`config.mk`:
```
export PLATFORM = sky130hd
export DESIGN_NAME = clk_div_prog
export DESIGN_NICKNAME = d
export VERILOG_FILES = /design/src/rtl/clk_div_prog.sv
export SDC_FILE = /design/constraint.sdc
export NUM_CORES = 1
export LEC_CHECK = 0
export BUFFER_PORTS_ARGS = -buffer_cell sky130_fd_sc_hd__buf_2
export CAP_MARGIN = 20
export CORE_MARGIN = 4
export CORE_UTILIZATION = 55
export DETAILED_ROUTE_END_ITERATION = 8
export PLACE_DENSITY = 0.78
export SKIP_CTS_REPAIR_TIMING = 1
export SYNTH_ARGS = -nofsm -noshare
export SYNTH_HDL_FRONTEND = slang
export SYNTH_SLANG_ARGS = --single-unit
export TNS_END_PERCENT = 50
```
`constraint.sdc`:
```
create_clock -name clkIN -period 3.8 [get_ports clkIN]
set_input_delay 0.76 -clock clkIN [delete_from_list [all_inputs] [get_ports clkIN]]
set_output_delay 0.76 -clock clkIN [all_outputs]
set_load 0.02 [all_outputs]
```
`src/rtl/clk_div_prog.sv`:
```
// Programmable integer clock divider with period-aligned reconfiguration.
// Optional single-cycle edge ticks when CLKDIV_TICK_EN is defined.
module clk_div_prog #(
  parameter int WIDTH       = 16,
  parameter int DIV_DEFAULT = 125,
  parameter int LOW_DEFAULT = 64
) (
  input  logic             clkIN,
  input  logic             rst,
  input  logic             en,
  input  logic [WIDTH-1:0] cfg_div,
  input  logic [WIDTH-1:0] cfg_low,
  input  logic             cfg_load,
  output logic             cfg_busy,
  output logic             cfg_ack,
  output logic             cfg_err,
  output logic             clkOUT,
  output logic             running,
  output logic [WIDTH-1:0] cur_div
`ifdef CLKDIV_TICK_EN
  ,
  output logic             tick_rise,
  output logic             tick_fall
`endif
);

  localparam logic [WIDTH-1:0] ONE = WIDTH'(1);

  typedef enum logic {S_IDLE, S_RUN} state_t;

  state_t           r_state, w_state_nxt;
  logic [WIDTH-1:0] r_cnt, w_cnt_nxt;
  logic [WIDTH-1:0] r_div, w_div_nxt;
  logic [WIDTH-1:0] r_low, w_low_nxt;
  logic [WIDTH-1:0] r_pdiv, w_pdiv_nxt;
  logic [WIDTH-1:0] r_plow, w_plow_nxt;
  logic             r_busy, w_busy_nxt;
  logic             r_ack, w_ack_nxt;
  logic             r_err, w_err_nxt;
  logic             r_clk, w_clk_nxt;
  logic             w_apply;
  logic             w_bnd;
  logic             w_valid;

  assign w_bnd   = (r_cnt == r_div - ONE);
  assign w_valid = (cfg_div > ONE) && (cfg_low != '0)
                && (cfg_low < cfg_div);

  always_comb begin
    w_state_nxt = r_state;
    w_cnt_nxt   = r_cnt;
    w_div_nxt   = r_div;
    w_low_nxt   = r_low;
    w_pdiv_nxt  = r_pdiv;
    w_plow_nxt  = r_plow;
    w_busy_nxt  = r_busy;
    w_ack_nxt   = 1'b0;
    w_err_nxt   = 1'b0;
    w_clk_nxt   = r_clk;
    w_apply     = 1'b0;
    unique case (r_state)
      S_IDLE: begin
        w_cnt_nxt = '0;
        w_clk_nxt = 1'b0;
        w_apply   = r_busy;
        if (en) w_state_nxt = S_RUN;
      end
      S_RUN: begin
        w_cnt_nxt = r_cnt + ONE;
        if (r_cnt == r_low - ONE) w_clk_nxt = 1'b1;
        // Period boundary: the only point where rate or run state may change
        if (w_bnd) begin
          w_cnt_nxt = '0;
          w_clk_nxt = 1'b0;
          w_apply   = r_busy;
          if (!en) w_state_nxt = S_IDLE;
        end
      end
      default: w_state_nxt = S_IDLE;
    endcase
    if (w_apply) begin
      w_div_nxt  = r_pdiv;
      w_low_nxt  = r_plow;
      w_busy_nxt = 1'b0;
      w_ack_nxt  = 1'b1;
    end
    if (cfg_load && !r_busy) begin
      if (w_valid) begin
        w_pdiv_nxt = cfg_div;
        w_plow_nxt = cfg_low;
        w_busy_nxt = 1'b1;
      end else begin
        w_err_nxt  = 1'b1;
      end
    end
  end

  always_ff @(posedge clkIN) begin
    if (rst) begin
      r_state <= S_IDLE;
      r_cnt   <= '0;
      r_div   <= WIDTH'(DIV_DEFAULT);
      r_low   <= WIDTH'(LOW_DEFAULT);
      r_pdiv  <= WIDTH'(DIV_DEFAULT);
      r_plow  <= WIDTH'(LOW_DEFAULT);
      r_busy  <= 1'b0;
      r_ack   <= 1'b0;
      r_err   <= 1'b0;
      r_clk   <= 1'b0;
    end else begin
      r_state <= w_state_nxt;
      r_cnt   <= w_cnt_nxt;
      r_div   <= w_div_nxt;
      r_low   <= w_low_nxt;
      r_pdiv  <= w_pdiv_nxt;
      r_plow  <= w_plow_nxt;
      r_busy  <= w_busy_nxt;
      r_ack   <= w_ack_nxt;
      r_err   <= w_err_nxt;
      r_clk   <= w_clk_nxt;
    end
  end

  assign cfg_busy = r_busy;
  assign cfg_ack  = r_ack;
  assign cfg_err  = r_err;
  assign clkOUT   = r_clk;
  assign running  = (r_state == S_RUN);
  assign cur_div  = r_div;

`ifdef CLKDIV_TICK_EN
  logic r_tick_rise, r_tick_fall;

  always_ff @(posedge clkIN) begin
    if (rst) begin
      r_tick_rise <= 1'b0;
      r_tick_fall <= 1'b0;
    end else begin
      r_tick_rise <= !r_clk && w_clk_nxt;
      r_tick_fall <= r_clk && !w_clk_nxt;
    end
  end

  assign tick_rise = r_tick_rise;
  assign tick_fall = r_tick_fall;
`endif

endmodule

```
==> results.tsv, run 1 <==
stage	metric	value	unit
synthesis	avgSynthCellArea	8.623	um^2
critical_path	timing.rr.end	cur_div[12]$_SDFFE_PP0P_	
timing	skew	0.01865	ns
global_route	grt_max_degree	46	
synthesis	synth_cells	544	
critical_path	cp_top_family	simple AND/OR/NAND/NOR gates	
timing	slew_headroom	0.5208	
synthesis	yosys_register_bits	85	
critical_path	critPathLaunch	cur_div[0]$_SDFFE_PP1P_	
timing	setup_violations	0	
timing	tns	0	ns
critical_path	cp_cell_sequence	inv_1, ha_1, or3b_1, or4_1, a221oi_1, and4_1, o2111ai_2, a21bo_1, buf_16, mux2i_1	
global_route	grtUsageMet1	0.3267	
final_layout	final_nets	639	
die	core-area	8258	um^2
synthesis	ys_top_cells_by_area	dfxtp_1 36%, mux2i_1 14%, nand2_1 6.5%	
detailed_routing	drc	0	
critical_path	path_class	flop to flop	
power_and_ir_drop	pwr-share-seq	0.518	
timing	worst_pin_slew	0.7167	ns
clock_network	path_clk_slew	0.10	ns
detailed_routing	drt_iter0_markers	228	
final_layout	final_util	0.6339	
critical_path	critical_path.endpoint	cur_div[12]$_SDFFE_PP0P_	
synthesis	yosysWarnings	0	
die	ios	57	
detailed_routing	wl_per_cell	17.17	um
synthesis	synth.distinct_cells	54	
power_and_ir_drop	leakage	2.280	nW
critical_path	critPathArrivalTime	3.50	ns
power_and_ir_drop	switching_share	0.2947	
power_and_ir_drop	power_switching	536.7	uW
timing	hold_violations	0	
critical_path	slowest_stage	or4_1	
power_and_ir_drop	power	1.821	mW
global_route	grt_pass1_wl	19.16	mm
clock_network	cts_root_buf	clkbuf_8	
detailed_routing	route.antenna.remaining_nets	0	
timing	fin_worst_hold_slack	0.4531	ns
clock_network	clk_latency	0.37	ns
synthesis	syn-cell-area	4691	um^2
die	die_w	100.4	um
critical_path	start_kind	flop	
synthesis	yosysTopAreaCellShare	0.3628	
clock_network	cts_made_buffers	9	
place	gp_congestion	0.9474	
timing	period_share	0.8489	
critical_path	rrSetupSlack	0.57	ns
power_and_ir_drop	internal_power	1.284	mW
hold_path	hold_path_class	flop to flop	
clock_network	cts_tree	yes	
global_route	antenna_found_initial	0	
synthesis	synth_edf_count	0	
synthesis	synth_top_area_cell	dfxtp_1	
global_route	first_global_vias	3788	
detailed_routing	vias_per_cell	5.904	
power_and_ir_drop	combinationalPowerShare	0.131	
die	die_h	100.4	um
final_layout	n_antenna_cell	0	
place	numPortBuffers	56	
power_and_ir_drop	p_clk_frac	0.351	
clock_network	cts_sinks	85	
clock_network	ctsLongestPathBuffers	2	
critical_path	cp.required	4.08	ns
synthesis	synth_fp_nets	598	
synthesis	async_flop_share	0	
critical_path	critPathMaxStageDelay	0.48	ns
detailed_routing	num_vias	4103	
detailed_routing	wirelength	11.94	mm
power_and_ir_drop	power_density	347.9	nW/um^2
status	status	completed	
global_route	grtUsageMet2	0.3777	
die	start_util	0.5680	
place	dp.cells	678	
critical_path	cp.depth	10	
final_layout	synthToLayoutAreaGrowth	11.60	%
timing	period_needed	3.226	ns
global_route	busiest_layer	met2	
timing	max_freq	0.3100	GHz
die	die_area	10070	um^2
synthesis	ys.flop_type	dfxtp_1	
critical_path	r2r-start	cur_div[0]$_SDFFE_PP1P_	
flow_run	drv_cap	0	
critical_path	crit_buf_inv	2	
critical_path	r2r_cells	10	
timing	rsz0062_at_grt	false	
detailed_routing	drtPass1Iterations	5	
synthesis	synth_common_cells	85 x dfxtp_1, 81 x nand2_1, 65 x mux2i_1	
critical_path	crit_path_end_kind	flop	
synthesis	yosysSeqAreaShare	0.3628	
place	place_hpwl	8.773	mm
synthesis	synth.most_common_cell	dfxtp_1	
critical_path	cp_max_fo	18	
global_route	grt.total_usage	0.2410	
final_layout	final_cells	695	
global_route	grt.met3_usage	0.04795	
die	num_rows	33	
final_layout	drive_gt1_frac	0.1475	
power_and_ir_drop	peakVddDrop	213.2	uV
clock_network	htreeDepth	3	
timing	timing_max_transition_violations_final	0	
global_route	grt_overflow_total	0	
## power groups by stage
| stage | clock, mW | combinational [mW] | sequential [mW] |
|---|---|---|---|
| 2_1_floorplan | 0 | 0.159 | 0.963 |
| 3_3_place_gp | 0 | 0.227 | 0.962 |
| 3_5_place_dp | 0 | 0.232 | 0.964 |
| 4_1_cts | 0.648 | 0.235 | 0.944 |
| 5_1_grt | 0.683 | 0.263 | 0.948 |
| 6_report | 0.639 | 0.238 | 0.944 |
## per-layer routing
layer  wire, um  vias to the layer above
li1           -                     1969
met1       5448                     1949
met2       5397                      159
met3        791                       26
met4        298                        0
met5          0                        -
## kinds of logic (layout without fill, tap and decap cells)
family / Yosys count / count (layout) / synth area share
compound gates: 50 / 50 / 0.07469
simple gates: 219 / 219 / 0.2225
buf+inv: 53 / 99 / 0.04854
xor+xnor: 52 / 52 / 0.1000
mux: 67 / 67 / 0.1435
fa+ha+maj: 18 / 18 / 0.04801
flops: 85 / 85 / 0.3628
## worst min-delay path, cell delays in order (launching register included)
cell and delay, ns:
dfxtp_1 0.32, inv_1 0.05, a21oi_1 0.05
## area by class of cell
class | count | area [um^2]
tap | 105 | 131.4
clock inverter | 7 | 80.08
timing repair buffer | 60 | 342.8
fill | 728 | 3023
multi-input combinational | 406 | 2769
inverter | 23 | 86.33
clock buffer | 9 | 123.9
sequential | 85 | 1702
## sequential cells by signal, summed over array words and instances, names as in the netlist, 16 cells and up
register,flops
cur_div,16
r_cnt,16
r_pdiv,16
r_low,16
r_plow,16
## how the worst min path moves through the flow
stage,cells past startpoint,to,startpoint
6_report,2,clkOUT$_SDFFE_PP0P_,clkOUT$_SDFFE_PP0P_
5_1_grt,2,clkOUT$_SDFFE_PP0P_,clkOUT$_SDFFE_PP0P_
4_1_cts,2,clkOUT$_SDFFE_PP0P_,clkOUT$_SDFFE_PP0P_
3_5_place_dp,2,clkOUT$_SDFFE_PP0P_,clkOUT$_SDFFE_PP0P_
3_3_place_gp,2,clkOUT$_SDFFE_PP0P_,clkOUT$_SDFFE_PP0P_
2_1_floorplan,2,cur_div[10]$_SDFFE_PP0P_,r_pdiv[10]$_SDFFE_PP0P_
## metrics by stage
step	setup WS [ns]	instance area, um^2
finish	0.5743	5235
global route	0.3881	5235
CTS	0.3914	5207
detailed placement	0.4233	5004
global placement	0.4827	5004
floorplan	0.7590	4691
## cells in the final DEF (no fill, tap or decap), types with 8 or more instances in the layout
cell      instances
nor4_1            9
dfxtp_1          85
a21oi_1           9
nand2_1          81
clkbuf_8          9
ha_1             18
nor2_1           48
o21ai_0          11
inv_1            22
mux2i_1          65
xor2_1           24
xnor2_1          27
buf_2            56
and3_1            8
nand3_1          17
nor3_1           17
(Power assumes the default switching activity.)
==> inputs of run 2 (changes only) <==
ABC_AREA = 1   (was not set)
clock period = 3 ns   (was 3.8 ns; I/O delays follow)
==> results.tsv, run 2 <==
stage	metric	value	unit	change
status	status	completed		
timing	setup_violations	0		unchanged
global_route	grt.total_usage	0.2265		-0.01452
timing	max_freq	0.3996	GHz	+29%
global_route	grt_overflow_total	0		unchanged
hold_path	hold_path_depth	3		+1
die	die_h	104.0	um	+3.7%
power_and_ir_drop	switching_share	0.3120		+0.01726
hold_path	hold_path_class	input pin to flop		
timing	hold_violations	0		unchanged
timing	worst_pin_slew	0.6100	ns	-0.1067 ns
synthesis	synth_cells	771		+42%
final_layout	drive_gt1_frac	0.1313		-0.01617
die	die_w	104.0	um	+3.7%
power_and_ir_drop	power_density	502.0	nW/um^2	+44%
final_layout	final_util	0.6339		about the same
power_and_ir_drop	peakVddDrop	277.6	uV	+30%
critical_path	cp.required	3.29	ns	-0.79 ns
clock_network	path_clk_slew	0.08	ns	-0.02 ns
final_layout	multi_input_area	2855	um^2	+3.1%
power_and_ir_drop	p_clk_frac	0.328		-0.023
clock_network	cts_sinks	85		unchanged
critical_path	crit_path_end_kind	flop		
detailed_routing	route.antenna.remaining_nets	0		unchanged
final_layout	fin_area	5609	um^2	+7.1%
synthesis	synth_top_area_cell	dfxtp_1		
critical_path	critPathMaxStageDelay	0.36	ns	-0.12 ns
critical_path	crit_top_cell	nand3_1		
synthesis	yosysWarnings	0		unchanged
place	gp_congestion	0.8859		-6.5%
place	placed_cell_area	5378	um^2	+7.5%
final_layout	synthToLayoutAreaGrowth	10.61	%	
critical_path	crit_buf_inv	2		unchanged
global_route	grt_pass1_wl	20.42	mm	+6.6%
timing	timing_max_transition_violations_final	0		unchanged
global_route	antenna_found_initial	0		unchanged
critical_path	cp_max_fo	51		+33
detailed_routing	drtPass1Iterations	4		-1
detailed_routing	wirelength	12.06	mm	+1.0%
timing	period_share	0.8341		-0.01477
final_layout	layout_commonest_cell	nand2_1		
synthesis	ys_top_cells_by_area	dfxtp_1 34%, nand2_1 14%, nor2_1 11%		
synthesis	syn-cell-area	5071	um^2	+8.1%
detailed_routing	wl_per_cell	13.07	um	-24%
critical_path	path_class	flop to flop		
detailed_routing	vias_per_cell	5.171		-12%
die	core-area	8848	um^2	+7.2%
die	start_util	0.5731		+0.005075
power_and_ir_drop	leakage	2.822	nW	+24%
synthesis	yosysTopAreaCellShare	0.3356		-0.02721
timing	rsz0062_at_grt	false		
die	die_area	10820	um^2	+7.4%
synthesis	synth_fp_nets	825		+38%
synthesis	yosysSeqAreaShare	0.3356		-0.02721
synthesis	synth.distinct_cells	36		-33%
detailed_routing	drt_iter0_markers	243		+6.6%
final_layout	n_antenna_cell	0		unchanged
synthesis	synth_common_cells	186 x nand2_1, 146 x nor2_1, 91 x inv_1		
synthesis	synth_edf_count	0		unchanged
flow_run	drv_cap	0		unchanged
place	place_hpwl	9.191	mm	+4.8%
power_and_ir_drop	internal_power	1.937	mW	+51%
die	ios	57		unchanged
synthesis	ys.flop_type	dfxtp_1		
clock_network	ctsLongestPathBuffers	2		unchanged
final_layout	num-fill-cells	837		+15%
power_and_ir_drop	power_switching	878.5	uW	+64%
clock_network	htreeDepth	3		unchanged
timing	slew_headroom	0.5933		+0.07248
final_layout	final_nets	864		+35%
synthesis	synth.most_common_cell	nand2_1		
synthesis	async_flop_share	0		unchanged
timing	tns	0	ns	unchanged
clock_network	cts_made_buffers	9		unchanged
final_layout	layout_common_cells	186 x nand2_1, 146 x nor2_1, 91 x inv_1, 84 x dfxtp_1, 64 x nand3_1		
detailed_routing	num_vias	4773		+16%
detailed_routing	drc	0		unchanged
place	dp.cells	907		+34%
critical_path	r2r_cells	12		+2
clock_network	cts_root_buf	clkbuf_8		
clock_network	cts_tree	yes		
critical_path	start_kind	flop		
global_route	first_global_vias	4478		+18%
critical_path	cp.depth	12		+2
critical_path	cp_cell_sequence	inv_1, ha_1, nand2_2, nor2_2, xor2_1, nand3_1, nor3_1, nand2_1, nand2_2, buf_12, nand3_1, nand3_1		
place	post-place-ws	0.5624	ns	+0.1391 ns
final_layout	final_cells	923		+33%
synthesis	avgSynthCellArea	6.577	um^2	-24%
synthesis	yosys_register_bits	85		unchanged
timing	setup_ws	0.4977	ns	-0.07659 ns
critical_path	critPathArrivalTime	2.79	ns	-0.71 ns
timing	skew	0.008896	ns	-0.009755 ns
final_layout	seqCellArea	1703	um^2	about the same
power_and_ir_drop	combinationalPowerShare	0.215		+0.084
place	numPortBuffers	56		unchanged
critical_path	cp_top_family	simple AND/OR/NAND/NOR gates		
timing	period_needed	2.502	ns	-0.7234 ns
critical_path	slowest_stage	dfxtp_1		
global_route	grt_max_degree	64		+39%
power_and_ir_drop	pwr-share-seq	0.457		-0.061
clock_network	clk_latency	0.36	ns	about the same
die	num_rows	34		+3.0%
## run 2: kinds of logic (layout without fill, tap and decap cells)
logic type / Yosys count / in the layout / synth area share
flops: 85 / 85 / 0.3356
compound gates: 54 / 54 / 0.06440
simple gates: 448 / 448 / 0.3780
fa+ha+maj: 18 / 18 / 0.04441
xor+xnor: 41 / 41 / 0.07624
buf+inv: 125 / 169 / 0.1014
## run 2: final timing paths
check	from	end	slack, ns
worst max register to register	cur_div[0]$_SDFFE_PP1P_	cur_div[0]$_SDFFE_PP1P_	0.50
worst max-delay path	cur_div[0]$_SDFFE_PP1P_	cur_div[0]$_SDFFE_PP1P_	0.50
worst min register to register	r_pdiv[6]$_SDFFE_PP1P_	r_pdiv[6]$_SDFFE_PP1P_	0.47
worst min-delay path	en	running$_SDFF_PP0_	0.45
## run 2: power groups by stage
stage / registers (mW) / logic (mW) / clock network [mW]
floorplan: 1.31 / 0.449 / 0
global placement: 1.31 / 0.587 / 0
detailed placement: 1.31 / 0.604 / 0
CTS: 1.29 / 0.609 / 0.940
global route: 1.30 / 0.697 / 0.986
finish: 1.29 / 0.606 / 0.923
## run 2: metal layers
metal / vias to the layer above / part of all wire / global-route usage
met3: 23 / 0.046 / 0.04159
met1: 2142 / 0.46 / 0.2844
met4: 0 / 0.022 / 0.08927
met2: 118 / 0.47 / 0.3839
li1: 2490 / - / -
met5: - / 0 / 0
## run 2: metrics by stage
step / total power [mW] / hold slack (ns)
5_1_grt: 2.980 / 0.4512
6_report: 2.816 / 0.4518
3_3_place_gp: 1.894 / 0.4435
3_5_place_dp: 1.916 / 0.4571
4_1_cts: 2.834 / 0.4368
2_1_floorplan: 1.755 / 0.4266
## run 2: worst min-delay path: stages
cell     delay, ns
buf_2         0.08
nand2_1       0.04
nand2_1       0.05
## run 2: layout make-up
cell class	instances	area share
multi-input combinational	561	0.5090
inverter	93	0.06224
tap	108	0.02409
clock inverter	6	0.01673
clock buffer	10	0.02454
timing repair buffer	60	0.05978
sequential	85	0.3036
